**config.mk**
```make
export PLATFORM = sky130hd
export DESIGN_NAME = uart_rx_bcd
export DESIGN_NICKNAME = d
export VERILOG_FILES = /design/src/rtl/uart_pkg.sv /design/src/rtl/uart_rx_core.sv /design/src/rtl/uart_rx_bcd.sv
export SDC_FILE = /design/constraint.sdc
export NUM_CORES = 1
export LEC_CHECK = 0
export BUFFER_PORTS_ARGS = -buffer_cell sky130_fd_sc_hd__buf_2
export CAP_MARGIN = 20
export CELL_PAD_IN_SITES_DETAIL_PLACEMENT = 1
export CELL_PAD_IN_SITES_GLOBAL_PLACEMENT = 1
export CORE_UTILIZATION = 50
export CTS_BUF_LIST = sky130_fd_sc_hd__clkbuf_4 sky130_fd_sc_hd__clkbuf_8
export DETAILED_ROUTE_END_ITERATION = 8
export HOLD_SLACK_MARGIN = 0.1
export PLACE_DENSITY_LB_ADDON = 0.1
export SETUP_SLACK_MARGIN = 0.3
export SKIP_LAST_GASP = 1
export SYNTH_ARGS = -nofsm -noshare
export SYNTH_HDL_FRONTEND = slang
export SYNTH_SLANG_ARGS = --single-unit
export TNS_END_PERCENT = 10
```
**constraint.sdc**
```tcl
create_clock -name clk -period 4.1 [get_ports clk]
set_input_delay 0.41 -clock clk [delete_from_list [all_inputs] [get_ports clk]]
set_output_delay 0.41 -clock clk [all_outputs]
set_load 0.02 [all_outputs]
```
**src/rtl/uart_pkg.sv**
```systemverilog
// rtl/uart_pkg.sv - shared UART frame constants, FSM encodings and ASCII digit helper
package uart_pkg;

   localparam int DATA_BITS = 8;
   localparam int STOP_BITS = 1;

   localparam logic [7:0] ASCII_ZERO = 8'h30;
   localparam logic [7:0] ASCII_NINE = 8'h39;

   typedef enum logic [2:0] {
      ST_IDLE,
      ST_START,
      ST_DATA,
      ST_STOP,
      ST_WAIT_HIGH
   } rx_state_t;

   typedef enum logic {
      EXPECT_TENS,
      EXPECT_UNITS
   } pair_ptr_t;

   function automatic logic is_digit(input logic [7:0] b);
      return (b >= ASCII_ZERO) && (b <= ASCII_NINE);
   endfunction

endpackage

```
**src/rtl/uart_rx_core.sv**
```systemverilog
// rtl/uart_rx_core.sv - 8N1 deserialiser: synchroniser, bit-timing FSM, byte and framing-error pulses
module uart_rx_core #(
   parameter int CLKS_PER_BIT = 16
) (
   input  logic       clk,
   input  logic       rst,
   input  logic       rx_in,
   output logic [7:0] data,
   output logic       data_valid,
   output logic       frame_err,
   output logic       busy
);
   import uart_pkg::*;

   localparam int CW = $clog2(CLKS_PER_BIT);
   localparam int BW = $clog2(DATA_BITS);
   localparam logic [CW-1:0] HALF_M1  = CW'(CLKS_PER_BIT / 2 - 1);
   localparam logic [CW-1:0] FULL_M1  = CW'(CLKS_PER_BIT - 1);
   localparam logic [BW-1:0] BIT_LAST = BW'(DATA_BITS - 1);

   rx_state_t            state;
   logic                 rx_meta;
   logic                 rx_s;
   logic [CW-1:0]        clk_cnt;
   logic [BW-1:0]        bit_cnt;
   logic [DATA_BITS-1:0] shreg;

   always_ff @(posedge clk) begin
      if (rst) begin
         rx_meta    <= 1'b1;
         rx_s       <= 1'b1;
         state      <= ST_IDLE;
         clk_cnt    <= '0;
         bit_cnt    <= '0;
         shreg      <= '0;
         data       <= '0;
         data_valid <= 1'b0;
         frame_err  <= 1'b0;
         busy       <= 1'b0;
      end else begin
         rx_meta    <= rx_in;
         rx_s       <= rx_meta;
         data_valid <= 1'b0;
         frame_err  <= 1'b0;

         case (state)
            ST_IDLE: begin
               clk_cnt <= '0;
               bit_cnt <= '0;
               if (!rx_s) begin
                  state <= ST_START;
                  busy  <= 1'b1;
               end
            end

            // Mid-start-bit check rejects short low glitches.
            ST_START: begin
               if (clk_cnt == HALF_M1) begin
                  clk_cnt <= '0;
                  if (!rx_s) begin
                     state <= ST_DATA;
                  end else begin
                     state <= ST_IDLE;
                     busy  <= 1'b0;
                  end
               end else begin
                  clk_cnt <= clk_cnt + 1'b1;
               end
            end

            ST_DATA: begin
               if (clk_cnt == FULL_M1) begin
                  clk_cnt <= '0;
                  shreg   <= {rx_s, shreg[DATA_BITS-1:1]};
                  if (bit_cnt == BIT_LAST) begin
                     state <= ST_STOP;
                  end else begin
                     bit_cnt <= bit_cnt + 1'b1;
                  end
               end else begin
                  clk_cnt <= clk_cnt + 1'b1;
               end
            end

            ST_STOP: begin
               if (clk_cnt == FULL_M1) begin
                  clk_cnt <= '0;
                  if (rx_s) begin
                     data       <= shreg;
                     data_valid <= 1'b1;
                     state      <= ST_IDLE;
                     busy       <= 1'b0;
                  end else begin
                     frame_err <= 1'b1;
                     state     <= ST_WAIT_HIGH;
                  end
               end else begin
                  clk_cnt <= clk_cnt + 1'b1;
               end
            end

            // A held-low or break line must return high before a new start is armed.
            ST_WAIT_HIGH: begin
               if (rx_s) begin
                  state <= ST_IDLE;
                  busy  <= 1'b0;
               end
            end

            default: begin
               state <= ST_IDLE;
               busy  <= 1'b0;
            end
         endcase
      end
   end

endmodule

```
**src/rtl/uart_rx_bcd.sv**
```systemverilog
// rtl/uart_rx_bcd.sv - UART receiver that assembles ASCII digit pairs (tens first) into two BCD digits
module uart_rx_bcd #(
   parameter int CLKS_PER_BIT = 16
) (
   input  logic       clk,
   input  logic       rst,
   input  logic       rx_in,
   output logic [7:0] data,
   output logic       data_valid,
   output logic       frame_err,
   output logic       busy,
   output logic [3:0] bcd0,
   output logic [3:0] bcd1,
   output logic       bcd_valid
);
   import uart_pkg::*;

   pair_ptr_t  ptr;
   logic [3:0] tens_hold;

   uart_rx_core #(
      .CLKS_PER_BIT(CLKS_PER_BIT)
   ) u_core (
      .clk       (clk),
      .rst       (rst),
      .rx_in     (rx_in),
      .data      (data),
      .data_valid(data_valid),
      .frame_err (frame_err),
      .busy      (busy)
   );

   // Any non-digit byte or bad frame drops a half-received pair.
   always_ff @(posedge clk) begin
      if (rst) begin
         ptr       <= EXPECT_TENS;
         tens_hold <= '0;
         bcd0      <= '0;
         bcd1      <= '0;
         bcd_valid <= 1'b0;
      end else begin
         bcd_valid <= 1'b0;
         if (frame_err) begin
            ptr <= EXPECT_TENS;
         end else if (data_valid) begin
            if (!is_digit(data)) begin
               ptr <= EXPECT_TENS;
            end else if (ptr == EXPECT_TENS) begin
               tens_hold <= data[3:0];
               ptr       <= EXPECT_UNITS;
            end else begin
               bcd1      <= tens_hold;
               bcd0      <= data[3:0];
               bcd_valid <= 1'b1;
               ptr       <= EXPECT_TENS;
            end
         end
      end
   end

endmodule

```
### Yosys cells after proc, flatten, opt, wreduce, memory -nomap -nowiden

Cells that the tools add are included.

| cells by class | value |
|---|---|
| multiplexer cells | 25 |
| $add $sub $neg | 2 |
| magnitude comparators | 2 |
| bitwise operators | 7 |
| eq/ne operators | 14 |
| reduce and logical (&&, ||, !) cells | 15 |

Operator list:

| kind | count |
|---|---|
| 2-to-1 mux 3 bit | 9 |
| case mux 3 bit (5 select lines) | 1 |
| case mux 4 bit (3 select lines) | 1 |
| AND reduction 4 bit | 3 |
| inequality test 2 x 1 -> 1 bit (second input constant) | 5 |
| 2-to-1 mux 1 bit | 9 |
| >= comparator 8 x 6 -> 1 bit (second input constant) | 1 |
| less-or-equal comparator 8 x 6 -> 1 bit (second input constant) | 1 |
| 2-to-1 mux 4 bit | 2 |
| NOT 1 bit | 7 |
| == test 3 x 2 -> 1 bit (second input constant) | 2 |
| == test 3 bit (second input constant) | 2 |
| case mux 3 bit (2 select lines) | 1 |
| AND reduction 3 bit | 2 |
| AND reduction 6 bit | 1 |
| case mux 1 bit (5 select lines) | 1 |
| adder 4 x 1 -> 4 bit (second input constant) | 1 |
| == test 4 x 3 -> 1 bit (second input constant) | 1 |
| == test 4 bit (second input constant) | 1 |
| inequality test 2 bit (second input constant) | 2 |
| OR reduction 2 bit | 2 |
| OR reduction 4 bit | 1 |
| adder 3 x 1 -> 3 bit (second input constant) | 1 |
| == test 3 x 1 -> 1 bit (second input constant) | 1 |
| 7 further kinds | 7 |

| word-level totals | value |
|---|---|
| input bits | 3 |
| register bits | 45 |
| word-level logic and storage cells | 80 |

### Longest topological paths before layout

| depth | value |
|---|---|
| depth in word-level cells | 4 |
| depth in mapped cells | 6 |
| gate-level depth less buffers | 5 |

### Modules after synthesis

Synthesis repeated with hierarchy kept, for this count alone.

| second synthesis, totals | value |
|---|---|
| cells, all modules | 207 |
| area total of the unflattened synthesis | 1949.4 sq um |

By module, submodules not included:

| module | cells an instance | area each (sq um) | times used | seq. area each (sq um) |
|---|---|---|---|---|
| uart_rx_core | 153 | 1331.3 | 1 | 620.6 |
| uart_rx_bcd | 54 | 618.1 | 1 | 280.3 |

### Least setup slack after synthesis

No wires, ideal clock.

| timing | value |
|---|---|
| path kind | register -> register |
| start point | register u_core.clk_cnt[0] |
| end point | register u_core.shreg[0] |
| arrival | 1310 ps |
| data required time | 4028 ps |
| cell stages (with the launch flop) | 7 |
| path slack | 2718 ps |
| clock period less this slack | 1382 ps |
| library setup time | 72 ps |
| path through | dfxtp_1 ha_1 clkbuf_2 and3_1 nand3b_1 buf_2 mux2i_1 |

| between the ends | value |
|---|---|
| cells in the longest elaborated chain, start to end | 2 |

Ends and longest elaborated chain:

| what | RTL line | RTL |
|---|---|---|
| start, declared | uart_rx_core.sv:24 | `logic [CW-1:0] clk_cnt;` |
| start signal, assigned | uart_rx_core.sv:67 | `clk_cnt <= clk_cnt + 1'b1;` |
| start signal, assigned | uart_rx_core.sv:81 | `clk_cnt <= clk_cnt + 1'b1;` |
| start signal, assigned | uart_rx_core.sv:98 | `clk_cnt <= clk_cnt + 1'b1;` |
| == test 4 bit | uart_rx_core.sv:72 | `if (clk_cnt == FULL_M1) begin` |
| AND reduction 2 bit (no source line) | - |  |
| end signal, assigned | uart_rx_core.sv:74 | `shreg <= {rx_s, shreg[DATA_BITS-1:1]};` |
| end, declared | uart_rx_core.sv:26 | `logic [DATA_BITS-1:0] shreg;` |

No other way between the ends.
A chain may end at the register's enable or synchronous reset.

### Worst setup path in the final report

| timing | value |
|---|---|
| start point | register u_core.clk_cnt[0] |
| end point | register u_core.shreg[5] |

The elaborated chain is that of the path after synthesis.

==> flow_summary.yaml <==
outcome:
  status: "finished, final reports clean"
sta:
  slew_headroom_pct: 52.0
  post-route-min-period_ns: 1.99
  rsz0062_at_grt: "no"
  fin_ws_ns: 2.11
  slew_viol_final: 0
  post-route-period-util_pct: 48.6
  hold_viol: 0
  finalSetupViolCount: 0
  final.setup_skew_ns: 0.00705
  worst_slew_pin_slew_ns: 0.720
  fin_setup_tns_ns: 0
  max_freq_mhz: 502
route:
  wl_per_cell_microns: 16.8
  drt_wl_total_mm: 4.58
  dr.pass1.iters: 4
  drt_iter0_markers: 58
  post-route-drc-count: 0
  ant_nets: 0
  num_vias: 1572
  vias_per_cell: 5.76
critical_path:
  path_cells: "ha_1 > and3_1 > nand3b_1 > mux2i_1"
  slowest_delay_ns: 0.46
  reg2reg_depth: 4
  path_buf_inv: 0
  critPathSlowestCell: "nand3b_1"
  worstSetupEndpointType: "register"
  critical_path_required_ns: 4.26
  r2r-start: "u_core.clk_cnt[0]"
  worst_setup_path_start_kind: "register"
  arrival_ns: 2.16
  startpoint: "u_core.clk_cnt[0]"
  crit_cells: 4
  critPathKind: "reg -> reg"
  critical-path-top-delay-family: "simple AND/OR/NAND/NOR gates"
  cp_max_fo: 12
cts:
  clk_latency_ns: 0.30
  cts_tree: "yes"
  max-clock-path-buffers: 2
  cts-htree-levels: 2
  post_cts_buffers: 0
  cts_buffers: 5
  cts_resized: 0
  cts.clk_slew.worst_paths_ns: 0.08
  numClockSinks: 45
  cts_hold_buf: 0
  cts_root_buf: "clkbuf_8"
synthesis:
  synth_edf_count: 0
  ys_ff_latch: 45
  netlist_area_sq_mm: 0.00200
  ys_warn_count: 0
  synth_top_area_cell: "dfxtp_1"
  yosysTopAreaCellShare_pct: 44.9
  synthFlopType: "dfxtp_1"
  syn_area_per_cell_sq_um: 9.45
  syn_inst: 212
  synth.area.top_cells: "dfxtp_1 (45%), mux2i_1 (10%), nand2b_1 (8.4%), o21ai_0 (4.0%), nand3_1 (3.5%)"
  async_flop_share_pct: 0
  ys_seq_area_share_pct: 44.9
  syn_nets: 218
  synth_top_cells_by_count: "dfxtp_1 (45), nand2b_1 (27), mux2i_1 (20)"
  synth_cell_types: 40
  synth_most_common_cell: "dfxtp_1"
grt:
  grt_max_degree: 51
  first_global_vias: 1585
  grt_pass1_wl_mm: 7.78
  grt-ovfl-total: 0
  grt_antenna_before_repair: 0
  track_usage_pct: 24.2
finish:
  n_antenna_cell: 0
  utilization_pct: 58.9
  num-fill-cells: 448
  multi_input_area_sq_mm: 0.00101
  fin_area_sq_mm: 0.00221
  area_delta_synth_final_pct: 10.1
  fin_nets: 230
  final_layout_size_suffix_gt1_share_pct: 16.0
  seq_area_sq_um: 901
pwr:
  power_leakage_nw: 0.875
  switching_power_mw: 0.160
  internal_power_mw: 0.653
  switching_share_pct: 19.7
  combPwrFrac_pct: 2.4
  vdd_drop_max_uv: 171
  powerDensity_mw_per_mm2: 369
  seqPwrFrac_pct: 54.5
  clockPowerShare_pct: 43.1
floorplan:
  die_w_microns: 65.3
  rows: 22
  num_io_pins: 23
  die-height_microns: 65.3
  initial_core_util_pct: 53.5
  fp.dieArea_sq_mm: 0.00427
  core_sq_mm: 0.00374
placement:
  pre_cts_slack_ns: 2.13
  placed_area_sq_mm: 0.00209
  port_buffers: 22
  hpwl_mm: 3.23
  gp_congestion: 0.789
run:
  maxCapViolCount: 0
min_path:
  min_path_cells: 2
  hp-start: "rx_in"
  hp-class: "in -> reg"
## power groups by stage
stage | Combinational, mW | Clock, mW | Sequential, mW
detailed placement | 0.0200 | 0 | 0.453
floorplan | 0.0168 | 0 | 0.451
global placement | 0.0185 | 0 | 0.453
CTS | 0.0201 | 0.357 | 0.443
finish | 0.0198 | 0.350 | 0.443
global route | 0.0217 | 0.373 | 0.444
## cells by family (layout without fill, tap and decap cells)
kind of cell	count (synthesis)	count (layout)	synth area share, %
buffers and inverters	18	31	4.62
AND/OR/NAND/NOR	83	83	25.5
AO/OA/AOI/OAI	41	41	11.8
multiplexers	20	20	9.99
flip-flops	45	45	44.9
adder cells (fa/ha/maj)	3	3	1.87
XOR/XNOR	2	2	1.25
## through the flow
step	hold slack, ns	instances	total power, mW
5_1_grt	0.294	273	0.839
2_1_floorplan	0.389	212	0.468
3_3_place_gp	0.403	265	0.472
4_1_cts	0.298	273	0.820
6_report	0.296	273	0.813
3_5_place_dp	0.402	265	0.473
## metal layers
layer	global-route usage, %	up-vias	wire, microns
met3	6.77	6	146
li1	-	785	-
met2	40.7	24	2230
met4	6.52	0	44
met1	30.0	757	2160
met5	0	-	0
## cell usage in the layout, fill, tap and decap left out, types with 2 or more instances in the layout
cell type / instances
nor2b_1: 2
nand4b_1: 5
and4_1: 2
o211ai_1: 2
buf_2: 22
nand3b_1: 3
clkbuf_8: 6
and4b_1: 2
nor2_1: 7
mux2i_1: 20
dfxtp_1: 45
ha_1: 3
o21ai_0: 16
or2_2: 3
nand2b_1: 27
nand4_1: 5
nand3_1: 14
a211oi_1: 2
a31oi_1: 4
a21oi_1: 12
nand2_1: 5
## registers in the layout, summed over array words and instances, names as in the netlist
name / count
u_core.data_valid: 1
u_core.rx_s: 1
bcd1: 4
u_core.clk_cnt: 4
u_core.busy: 1
u_core.rx_meta: 1
u_core.data: 8
bcd0: 4
u_core.frame_err: 1
u_core.shreg: 8
u_core.state: 3
bcd_valid: 1
u_core.bit_cnt: 3
tens_hold: 4
ptr: 1
## worst paths after layout
path,endpoint,slack [ns]
max,u_core.shreg[5],2.11
min reg2reg,u_core.rx_s,0.43
min,u_core.rx_meta,0.30
max reg2reg,u_core.shreg[5],2.11
## final cells by class
class	instances	share of cell area [%]
Sequential cell	45	40.8
Inverter	1	0.170
Clock inverter	1	1.36
Timing Repair Buffer	22	4.99
Tap cell	48	2.72
Multi-Input combinational cell	149	45.8
Clock buffer	7	4.08
(Power assumes the default switching activity.)
